$ cat config.mk
export PLATFORM = sky130hd
export DESIGN_NAME = load_store_wb
export DESIGN_NICKNAME = d
export VERILOG_FILES = /design/src/rtl/lsu_pkg.sv /design/src/rtl/load_align.sv /design/src/rtl/load_store_wb.sv
export SDC_FILE = /design/constraint.sdc
export NUM_CORES = 1
export LEC_CHECK = 0
export ABC_CLOCK_PERIOD_IN_PS = 1600
export BUFFER_PORTS_ARGS = -buffer_cell sky130_fd_sc_hd__buf_2
export CAP_MARGIN = 20
export CORE_AREA = 2 2 136 138
export DETAILED_ROUTE_END_ITERATION = 16
export DIE_AREA = 0 0 138 140
export HOLD_SLACK_MARGIN = 0.05
export PLACE_DENSITY = 0.73
export SYNTH_ARGS = -nofsm -noshare
export SYNTH_HDL_FRONTEND = slang
export SYNTH_SLANG_ARGS = --single-unit
export TNS_END_PERCENT = 10
$ cat constraint.sdc
create_clock -name clk -period 1.6 [get_ports clk]
set_clock_uncertainty 0.15 [all_clocks]
set_input_delay 0.08 -clock clk [delete_from_list [all_inputs] [get_ports clk]]
set_output_delay 0.08 -clock clk [all_outputs]
set_load 0.02 [all_outputs]
$ cat src/rtl/lsu_pkg.sv
// Shared types and constants for the load/store/writeback stage.
package lsu_pkg;

  localparam int unsigned XLEN      = 32;
  localparam int unsigned TIMEOUT_W = 0;
  localparam int unsigned BE_W      = XLEN / 8;
  localparam int unsigned REG_AW    = 5;

  localparam logic [2:0] F3_LB  = 3'b000;
  localparam logic [2:0] F3_LH  = 3'b001;
  localparam logic [2:0] F3_LW  = 3'b010;
  localparam logic [2:0] F3_LBU = 3'b100;
  localparam logic [2:0] F3_LHU = 3'b101;
  localparam logic [2:0] F3_SB  = 3'b000;
  localparam logic [2:0] F3_SH  = 3'b001;
  localparam logic [2:0] F3_SW  = 3'b010;

  typedef enum logic [1:0] {
    WB_ALU  = 2'd0,
    WB_LOAD = 2'd1,
    WB_PC4  = 2'd2,
    WB_CSR  = 2'd3
  } wb_sel_e;

  typedef enum logic [1:0] {
    IDLE = 2'd0,
    REQ  = 2'd1,
    WAIT = 2'd2
  } lsu_state_e;

  typedef struct packed {
    logic [XLEN-1:0]   addr;
    logic [1:0]        lane;
    logic [BE_W-1:0]   be;
    logic [XLEN-1:0]   wdata;
    logic              we;
    logic [2:0]        funct3;
    logic [REG_AW-1:0] rd;
  } mem_req_t;

  // Access size is carried by funct3[1:0] for both loads and stores.
  function automatic logic is_misaligned(input logic [2:0] f3, input logic [1:0] lo);
    return ((f3[1:0] == F3_SH[1:0]) && lo[0]) || (f3[1] && (lo != 2'b00));
  endfunction

  function automatic logic [1:0] align_lo(input logic [2:0] f3, input logic [1:0] lo);
    case (f3[1:0])
      F3_SB[1:0]: return lo;
      F3_SH[1:0]: return {lo[1], 1'b0};
      default:    return 2'b00;
    endcase
  endfunction

endpackage

$ cat src/rtl/load_align.sv
// Extracts the addressed lane from a load word and sign/zero-extends it.
module load_align
  import lsu_pkg::*;
(
  input  logic [XLEN-1:0] rdata,
  input  logic [1:0]      lane,
  input  logic [2:0]      funct3,
  output logic [XLEN-1:0] word_c
);

  logic [XLEN-1:0] shifted;

  assign shifted = rdata >> {lane, 3'b000};

  always_comb begin
    word_c = rdata;
    case (funct3)
      F3_LB:   word_c = {{(XLEN-8){shifted[7]}}, shifted[7:0]};
      F3_LBU:  word_c = {{(XLEN-8){1'b0}}, shifted[7:0]};
      F3_LH:   word_c = {{(XLEN-16){shifted[15]}}, shifted[15:0]};
      F3_LHU:  word_c = {{(XLEN-16){1'b0}}, shifted[15:0]};
      F3_LW:   word_c = rdata;
      default: word_c = rdata;
    endcase
  end

endmodule

$ cat src/rtl/load_store_wb.sv
// Memory/writeback stage: data-bus load/store FSM plus register-file writeback.
// MISALIGN_TRAP_EN: trap misaligned half/word accesses instead of forcing alignment.
module load_store_wb
  import lsu_pkg::*;
(
  input  logic              clk,
  input  logic              reset,
  input  logic              valid_i,
  input  logic              flush_i,
  input  logic              mem_op_i,
  input  logic              mem_we_i,
  input  logic [2:0]        funct3_i,
  input  logic [XLEN-1:0]   addr_i,
  input  logic [XLEN-1:0]   store_data_i,
  input  logic [1:0]        wb_sel_i,
  input  logic [XLEN-1:0]   alu_res_i,
  input  logic [XLEN-1:0]   pc4_i,
  input  logic [XLEN-1:0]   csr_rdata_i,
  input  logic [REG_AW-1:0] rd_addr_i,
  input  logic              rd_wr_i,
  output logic              stall_o,
  output logic              dmem_req_o,
  output logic              dmem_we_o,
  output logic [BE_W-1:0]   dmem_be_o,
  output logic [XLEN-1:0]   dmem_addr_o,
  output logic [XLEN-1:0]   dmem_wdata_o,
  input  logic              dmem_gnt_i,
  input  logic              dmem_rvalid_i,
  input  logic [XLEN-1:0]   dmem_rdata_i,
  output logic [XLEN-1:0]   wdata_o,
  output logic [REG_AW-1:0] waddr_o,
  output logic              reg_wr_c,
  output logic              misalign_o,
  output logic [XLEN-1:0]   misalign_addr_o
);

  lsu_state_e      state_q, state_d;
  mem_req_t        req_q, req_d;
  logic            legal, done, wb_accept, mem_valid;
  logic [1:0]      lane;
  logic [BE_W-1:0] be_c;
  logic [XLEN-1:0] st_data_c, load_word, wb_mux;

  assign mem_valid = valid_i & mem_op_i & ~flush_i;
  assign lane      = align_lo(funct3_i, addr_i[1:0]);

`ifdef MISALIGN_TRAP_EN
  assign legal = ~is_misaligned(funct3_i, addr_i[1:0]);
`else
  assign legal = 1'b1;
`endif

  // Byte enables and lane-replicated store data for the (aligned) access.
  always_comb begin
    be_c      = BE_W'(4'b1111);
    st_data_c = store_data_i;
    case (funct3_i[1:0])
      F3_SB[1:0]: begin
        be_c      = BE_W'(4'b0001 << lane);
        st_data_c = {4{store_data_i[7:0]}};
      end
      F3_SH[1:0]: begin
        be_c      = BE_W'(4'b0011 << lane);
        st_data_c = {2{store_data_i[15:0]}};
      end
      default: ;
    endcase
  end

  always_comb begin
    state_d   = state_q;
    req_d     = req_q;
    done      = 1'b0;
    wb_accept = 1'b0;
    case (state_q)
      IDLE: begin
        wb_accept = valid_i & ~mem_op_i & rd_wr_i & ~flush_i;
        if (mem_valid && legal) begin
          state_d      = REQ;
          req_d.addr   = {addr_i[XLEN-1:2], 2'b00};
          req_d.lane   = lane;
          req_d.be     = be_c;
          req_d.wdata  = st_data_c;
          req_d.we     = mem_we_i;
          req_d.funct3 = funct3_i;
          req_d.rd     = rd_addr_i;
        end
      end
      REQ: begin
        if (dmem_gnt_i) begin
          state_d = req_q.we ? IDLE : WAIT;
          done    = req_q.we;
        end
      end
      WAIT: begin
        if (dmem_rvalid_i) begin
          state_d = IDLE;
          done    = 1'b1;
        end
      end
      default: state_d = IDLE;
    endcase
    stall_o = mem_valid & legal & ~done;
  end

  always_ff @(posedge clk or negedge reset) begin
    if (!reset) begin
      state_q <= IDLE;
      req_q   <= '0;
    end else begin
      state_q <= state_d;
      req_q   <= req_d;
    end
  end

  assign dmem_req_o   = (state_q == REQ);
  assign dmem_we_o    = req_q.we;
  assign dmem_be_o    = req_q.be;
  assign dmem_addr_o  = req_q.addr;
  assign dmem_wdata_o = req_q.wdata;

  load_align u_load_align (
    .rdata  (dmem_rdata_i),
    .lane   (req_q.lane),
    .funct3 (req_q.funct3),
    .word_c (load_word)
  );

  always_comb begin
    case (wb_sel_e'(wb_sel_i))
      WB_PC4:  wb_mux = pc4_i;
      WB_CSR:  wb_mux = csr_rdata_i;
      default: wb_mux = alu_res_i;
    endcase
  end

  // Writeback register; x0 is never written.
  always_ff @(posedge clk or negedge reset) begin
    if (!reset) begin
      wdata_o  <= '0;
      waddr_o  <= '0;
      reg_wr_c <= 1'b0;
    end else begin
      reg_wr_c <= 1'b0;
      if (state_q == WAIT && dmem_rvalid_i) begin
        wdata_o  <= load_word;
        waddr_o  <= req_q.rd;
        reg_wr_c <= |req_q.rd;
      end else if (wb_accept) begin
        wdata_o  <= wb_mux;
        waddr_o  <= rd_addr_i;
        reg_wr_c <= |rd_addr_i;
      end
    end
  end

`ifdef MISALIGN_TRAP_EN
  always_ff @(posedge clk or negedge reset) begin
    if (!reset) begin
      misalign_o      <= 1'b0;
      misalign_addr_o <= '0;
    end else begin
      misalign_o <= (state_q == IDLE) & mem_valid & ~legal;
      if ((state_q == IDLE) && mem_valid && !legal) begin
        misalign_addr_o <= addr_i;
      end
    end
  end
`else
  assign misalign_o      = 1'b0;
  assign misalign_addr_o = '0;
`endif

endmodule
# Word-level counts from Yosys, hierarchy flattened
# Index checks and enable logic that the tools add are counted.
[word_totals] regBits=117 input_bits=211
[classes] n_eq_ne=11 shifts=3 muxes=20 bitwise=9 reduce_logical=9
[op_table] cell="case mux 32 bit (2 select lines)" count=2
[op_table] cell="case mux 32 bit (4 select lines)" count=1
[op_table] cell="2-to-1 mux 32 bit" count=2
[op_table] cell="right shift 32 x 5 -> 16 bit" count=1
[op_table] cell="2-to-1 mux 5 bit" count=2
[op_table] cell="OR reduction 5 bit" count=2
[op_table] cell="2-to-1 mux 2 bit" count=4
[op_table] cell="case mux 4 bit (2 select lines)" count=1
[op_table] cell="AND 1 bit" count=6
[op_table] cell="equality test 2 bit (second input constant)" count=3
[op_table] cell="equality test 3 bit (second input constant)" count=2
[op_table] cell="case mux 2 bit (3 select lines)" count=1
[op_table] cell="2-to-1 mux 1 bit" count=5
[op_table] cell="equality test 2 x 1 -> 1 bit (second input constant)" count=2
[op_table] cell="logical NOT 2 bit" count=2
[op_table] cell="!= test 2 bit (second input constant)" count=2
[op_table] cell="case mux 2 bit (2 select lines)" count=1
[op_table] cell="left shift 1 x 2 -> 4 bit (first input constant)" count=1
[op_table] cell="left shift 2 x 2 -> 4 bit (first input constant)" count=1
[op_table] cell="equality test 3 x 1 -> 1 bit (second input constant)" count=1
[op_table] cell="logical NOT 3 bit" count=1
[op_table] cell="inverter 1 bit" count=3
[op_table] cell="AND reduction 3 bit" count=1
[op_table] cell="!= test 2 x 1 -> 1 bit (second input constant)" count=1
[op_table] cell="other kinds (4)" count=4

# Logic depth before layout (Yosys ltp)
[depth] ltp_word=7 depth_mapped=8 mapped_depth_nobuf=7

# By module
# Synthesis repeated with hierarchy kept, for this count alone.
[unflattened] hier_cells=731 hier_area_um2=7837.5
[modules_own_cells] mod="load_store_wb" instances=1 cells_per_inst=620 area_each_um2=7121.8
[modules_own_cells] mod="load_align" instances=1 cells_per_inst=111 area_each_um2=715.7

# Least setup slack after synthesis
# Ideal clock, no wire load.
[synth_path] path_type="register -> output" from="register state_q[0]" to="output stall_o" t_arrival_ns=1.565 setup_slack_ns=-0.195 path_stages_with_launch=7 path_buffers=1 cell_sequence="dfrtp_1 inv_1 ha_1 nand2_1 clkbuf_1 nand2_1 a21oi_1"
[synth_between] elab_chain_len=4 word_cells_on_any_way=5
[synth_rtl] item="start, declared" line_no="load_store_wb.sv:37" rtl="lsu_state_e state_q, state_d;"
[synth_rtl] item="start signal, assigned" line_no="load_store_wb.sv:111" rtl="state_q <= state_d;"
[synth_rtl] item="equality test 2 bit or equality test 2 x 1 -> 1 bit (tied branches)" line_no="load_store_wb.sv:75" rtl="case (state_q)"
[synth_rtl] item="case mux 1 bit (2 select lines) *" line_no="load_store_wb.sv:75"
[synth_rtl] item="inverter 1 bit *" line_no="load_store_wb.sv:103" rtl="stall_o = mem_valid & legal & ~done;"
[synth_rtl] item="AND 1 bit *" line_no="load_store_wb.sv:103"
[synth_rtl] item="end, declared" line_no="load_store_wb.sv:21" rtl="output logic stall_o,"
# Every way passes the cells marked *; elsewhere a longest branch is shown, timed or not.

# Final worst setup path
[layout_path] from="input pc4_i[29]" to="register wdata_o[29]"
[layout_between] elab_chain_len=3
[layout_rtl] item="start, declared" line_no="load_store_wb.sv:17" rtl="input logic [XLEN-1:0] pc4_i,"
[layout_rtl] item="case mux 32 bit (2 select lines)" line_no="load_store_wb.sv:130" rtl="case (wb_sel_e'(wb_sel_i))"
[layout_rtl] item="2-to-1 mux 32 bit" line_no="load_store_wb.sv:149" rtl="end else if (wb_accept) begin"
[layout_rtl] item="2-to-1 mux 32 bit" line_no="load_store_wb.sv:145" rtl="if (state_q == WAIT && dmem_rvalid_i) begin"
[layout_rtl] item="end signal, assigned" line_no="load_store_wb.sv:146" rtl="wdata_o <= load_word;"
[layout_rtl] item="end signal, assigned" line_no="load_store_wb.sv:150" rtl="wdata_o <= wb_mux;"
[layout_rtl] item="end, declared" line_no="load_store_wb.sv:30" rtl="output logic [XLEN-1:0] wdata_o,"
# Every way passes these cells. The select of a mux whose other input is x is not followed.
# A chain may end at the register's enable or synchronous reset.

==> results.md <==
- Run status: complete, but fails checks
- Violated checks: negative setup slack
- Flops & latches, synth: 117
- Die area: 19320 um^2
- Antenna violations before repair: 1
- Setup_tns: -7396 ps
- Cell chain of the critical path: dlygate4sd3_1, buf_2, mux2i_1, dlygate4sd3_1, nand2_1, o211ai_1, nand4_1
- Clock-pin slew on the worst setup and hold paths: 60 ps
- Area growth, synth to finish: 63.86%
- Critical path launch point type: primary input
- EDFF count, synth: 0
- Kind of end point of the critical path: flip-flop
- Cell types with the highest counts after synthesis: 117 x sky130_fd_sc_hd__dfrtp_1, 103 x sky130_fd_sc_hd__buf_4, 69 x sky130_fd_sc_hd__mux2i_1, 61 x sky130_fd_sc_hd__nand2_1, 50 x sky130_fd_sc_hd__a21oi_1
- Static Leak: 5.547 nW
- Slew Limit Fails: 0
- Synth Area per Inst: about 9.5 um^2
- Slowest cell on the critical path: sky130_fd_sc_hd__dlygate4sd3_1
- Die boundary height: 140 um
- Die Span X: roughly 140 um
- Number of antenna-violating nets in the routed design: 0
- Power, Total: about 17 mW
- # DRC: 0
- Number of DRC markers after the initial detailed-route iteration: 508
- Routed wire per std cell: about 19 um
- Number of global-route vias before repair: 7842
- GRT overflow: 0
- Critical Path AT: between 1500 and 2000 ps
- Cell Area, Synth: 6924 um^2
- # clock sinks: 117
- Combined buffer and inverter count along the critical path: 3
- Via count: approximately 7400
- Global-route wire length before repair: 41.43 mm
- Clock latency on the worst-skew pair: 400 ps
- Root Buffer Master: sky130_fd_sc_hd__clkbuf_16
- Critical Path RT: 1730 ps
- Final wirelength: roughly 27 mm
- Most frequent cell after synthesis: sky130_fd_sc_hd__dfrtp_1
- Pwr Density: 1502 nW/um^2
- TritonCTS clock tree: done
- Setup violators final: 103
- H-tree depth reported by CTS: 4
- Cell Rows: 49
- Cell Count Post-Placement: 1196
- Max Fclk: 561.0 MHz
- Maximum fanout along the worst path: 1
- Initial standard-cell utilization of the core: 38.94%
- Most area-consuming cells after synthesis: sky130_fd_sc_hd__dfrtp_1 42%, sky130_fd_sc_hd__buf_4 11%, sky130_fd_sc_hd__mux2i_1 10%
- Std-Cell Core Area: 17780 um^2
- I/O pin count: about 350
- Yosys warning count: 0
- Pin count of the biggest net entering global routing: 51
- Final min period: 1783 ps
- Start-to-end type of the worst setup path: in -> reg
- Vias per std cell: 5.147
- Cell count after synthesis: 726
- I/O Buffers: 317
- Slowest stage delay, CP: between 600 and 700 ps
- Period utilisation layout: 111.4%
- Fill cells: 1352
- Post-Place Worst Slack: -247.9 ps
- Slew at the pin closest to its max-slew limit: 597.8 ps
- Proportion of layout cells with a drive suffix above 1: 40.03%
- Worst path most repeated cell: sky130_fd_sc_hd__dlygate4sd3_1
- Number of buffers created by CTS: 17
- Detailed Routing Iterations Pass 1: 5
- Count of final hold-check violations: 0
- Top-area cell type share of the netlist area: 42.28%
- Non-filler cells, final: approximately 1400
- Fraction of the yosys area taken by sequential cells: about 42%
- Final layout net count: 1411
- Worst setup margin: -182.5 ps
- Half-perimeter wire length after detailed placement: 16.43 mm
- Global placement routability congestion: 0.9360
- Class of the worst hold path: in -> reg
- Worst slew margin relative to its limit: 60.14%
- Library cells used by synthesis: 38
- Top Family by Delay on Critical Path: buffers and inverters
- Max rail drop VDD: 1.058 mV
- Cell taking the most area after synthesis: sky130_fd_sc_hd__dfrtp_1
- RSZ-0062 raised after global routing: true
- Number of max-capacitance violations reported: 0
- Maximum buffer depth of the clock tree: 2
- Overall fraction of global-route tracks in use: ~27%
- Utilization of the core after routing: 63.81%
- Commonest register cell after synthesis: sky130_fd_sc_hd__dfrtp_1
- Fraction of registers with async set/reset: between 90% and 100%
[through the flow]
stage	area [um^2]	hold WS, ps
3_5_place_dp	8392	-136.1
5_1_grt	11350	98.16
4_1_cts	11200	50.06
6_report	11350	45.96
2_1_floorplan	7081	-365.6
3_3_place_gp	8392	-136.0
[metal layers]
metal  part of all wire, %  track usage [%]  up-vias
met5                     0                0        -
met4                   4.4            12.41        0
met3                   7.5            7.214       89
met2                    51            49.01      450
met1                    37            29.52     3496
li1                      -                -     3371
[worst reg2reg max path, cell delays in order, from the launching register on]
cell and delay (ps):
sky130_fd_sc_hd__dfrtp_1 390, sky130_fd_sc_hd__inv_2 70, sky130_fd_sc_hd__ha_2 180, sky130_fd_sc_hd__nand4b_1 110, sky130_fd_sc_hd__buf_6 160, sky130_fd_sc_hd__buf_12 150, sky130_fd_sc_hd__a21oi_2 130, sky130_fd_sc_hd__o21ai_0 120
sky130_fd_sc_hd__a21oi_1 210
[layout make-up]
class	count	area, um^2	share of cell area [%]
Timing Repair Buffer	566	4175	36.80
Clock buffer	20	446.7	3.937
Antenna cell	1	2.502	0.02206
Clock inverter	11	153.9	1.356
Multi-Input combinational cell	483	3304	29.12
Inverter	12	45.04	0.3970
Sequential cell	117	2932	25.84
Tap cell	229	286.5	2.525
[placed cells by master, fill, tap and decap left out, drive strengths merged, types with 2 or more instances in the layout]
| cell type | Yosys | final |
|---|---|---|
| mux2 | 49 | 49 |
| dfrtp | 117 | 117 |
| bufinv | 0 | 3 |
| or4 | 2 | 2 |
| inv | 12 | 12 |
| o211ai | 16 | 16 |
| buf | 129 | 364 |
| clkinvlp | 0 | 2 |
| a21oi | 50 | 50 |
| nand3b | 2 | 2 |
| nand3 | 34 | 34 |
| o21ai | 49 | 49 |
| nand4 | 16 | 16 |
| dlygate4sd3 | 0 | 200 |
| clkinv | 0 | 6 |
| o22a | 2 | 2 |
| clkbuf | 20 | 20 |
| mux2i | 69 | 69 |
| conb | 1 | 35 |
| nor2 | 40 | 40 |
| o32ai | 7 | 7 |
| nor3 | 14 | 14 |
| nand2b | 5 | 5 |
| nor2b | 3 | 3 |
| a211o | 1 | 2 |
| ha | 3 | 3 |
| nand2 | 62 | 62 |
| o22ai | 16 | 16 |
[final timing paths]
| kind | from | end | slack, ps | cells past startpoint |
|---|---|---|---|---|
| setup reg to reg | state_q[1] | wdata_o[2] | -160 | 8 |
| max in group asynchronous | reset | wdata_o[7] | 170 | 4 |
| hold reg to reg | dmem_be_o[1] | dmem_be_o[1] | 320 | 2 |
| setup / recovery | pc4_i[29] | wdata_o[29] | -180 | 7 |
| hold / removal | csr_rdata_i[1] | wdata_o[1] | 50 | 5 |
| min in group asynchronous | reset | dmem_addr_o[2] | 520 | 3 |
[repair_timing]
| action | in CTS | in global routing |
|---|---|---|
| endpoints found under the setup margin | 115 | 118 |
| resized for setup | 32 | 44 |
| hold endpoints to repair | 233 | 0 |
| buffers inserted | 6 | 2 |
| hold buffers | 201 | 0 |
| pin swaps | 9 | 10 |
| cloned | 2 | 0 |
[cells by family after synthesis]
kind of cell,after synthesis,synth area share (%)
AND/OR/NAND/NOR,182,12.18
adder cells (fa/ha/maj),3,0.5422
other,1,0.05416
flip-flops,117,42.28
multiplexers,118,17.94
buffers and inverters,161,14.93
AO/OA/AOI/OAI,144,12.07
[where the power goes]
group	switching (mW)	total, mW	leakage, nW	internal, mW
clock network	1.41	3.90	0.286	2.49
logic	4.48	7.76	3.85	3.27
registers	0.963	5.38	1.41	4.42
[registers in the layout (all words and copies together), names as in the netlist]
name          count
dmem_addr_o      30
dmem_be_o         4
dmem_wdata_o     32
dmem_we_o         1
reg_wr_c          1
req_q            10
state_q           2
waddr_o           5
wdata_o          32
(Power assumes the default switching activity.)
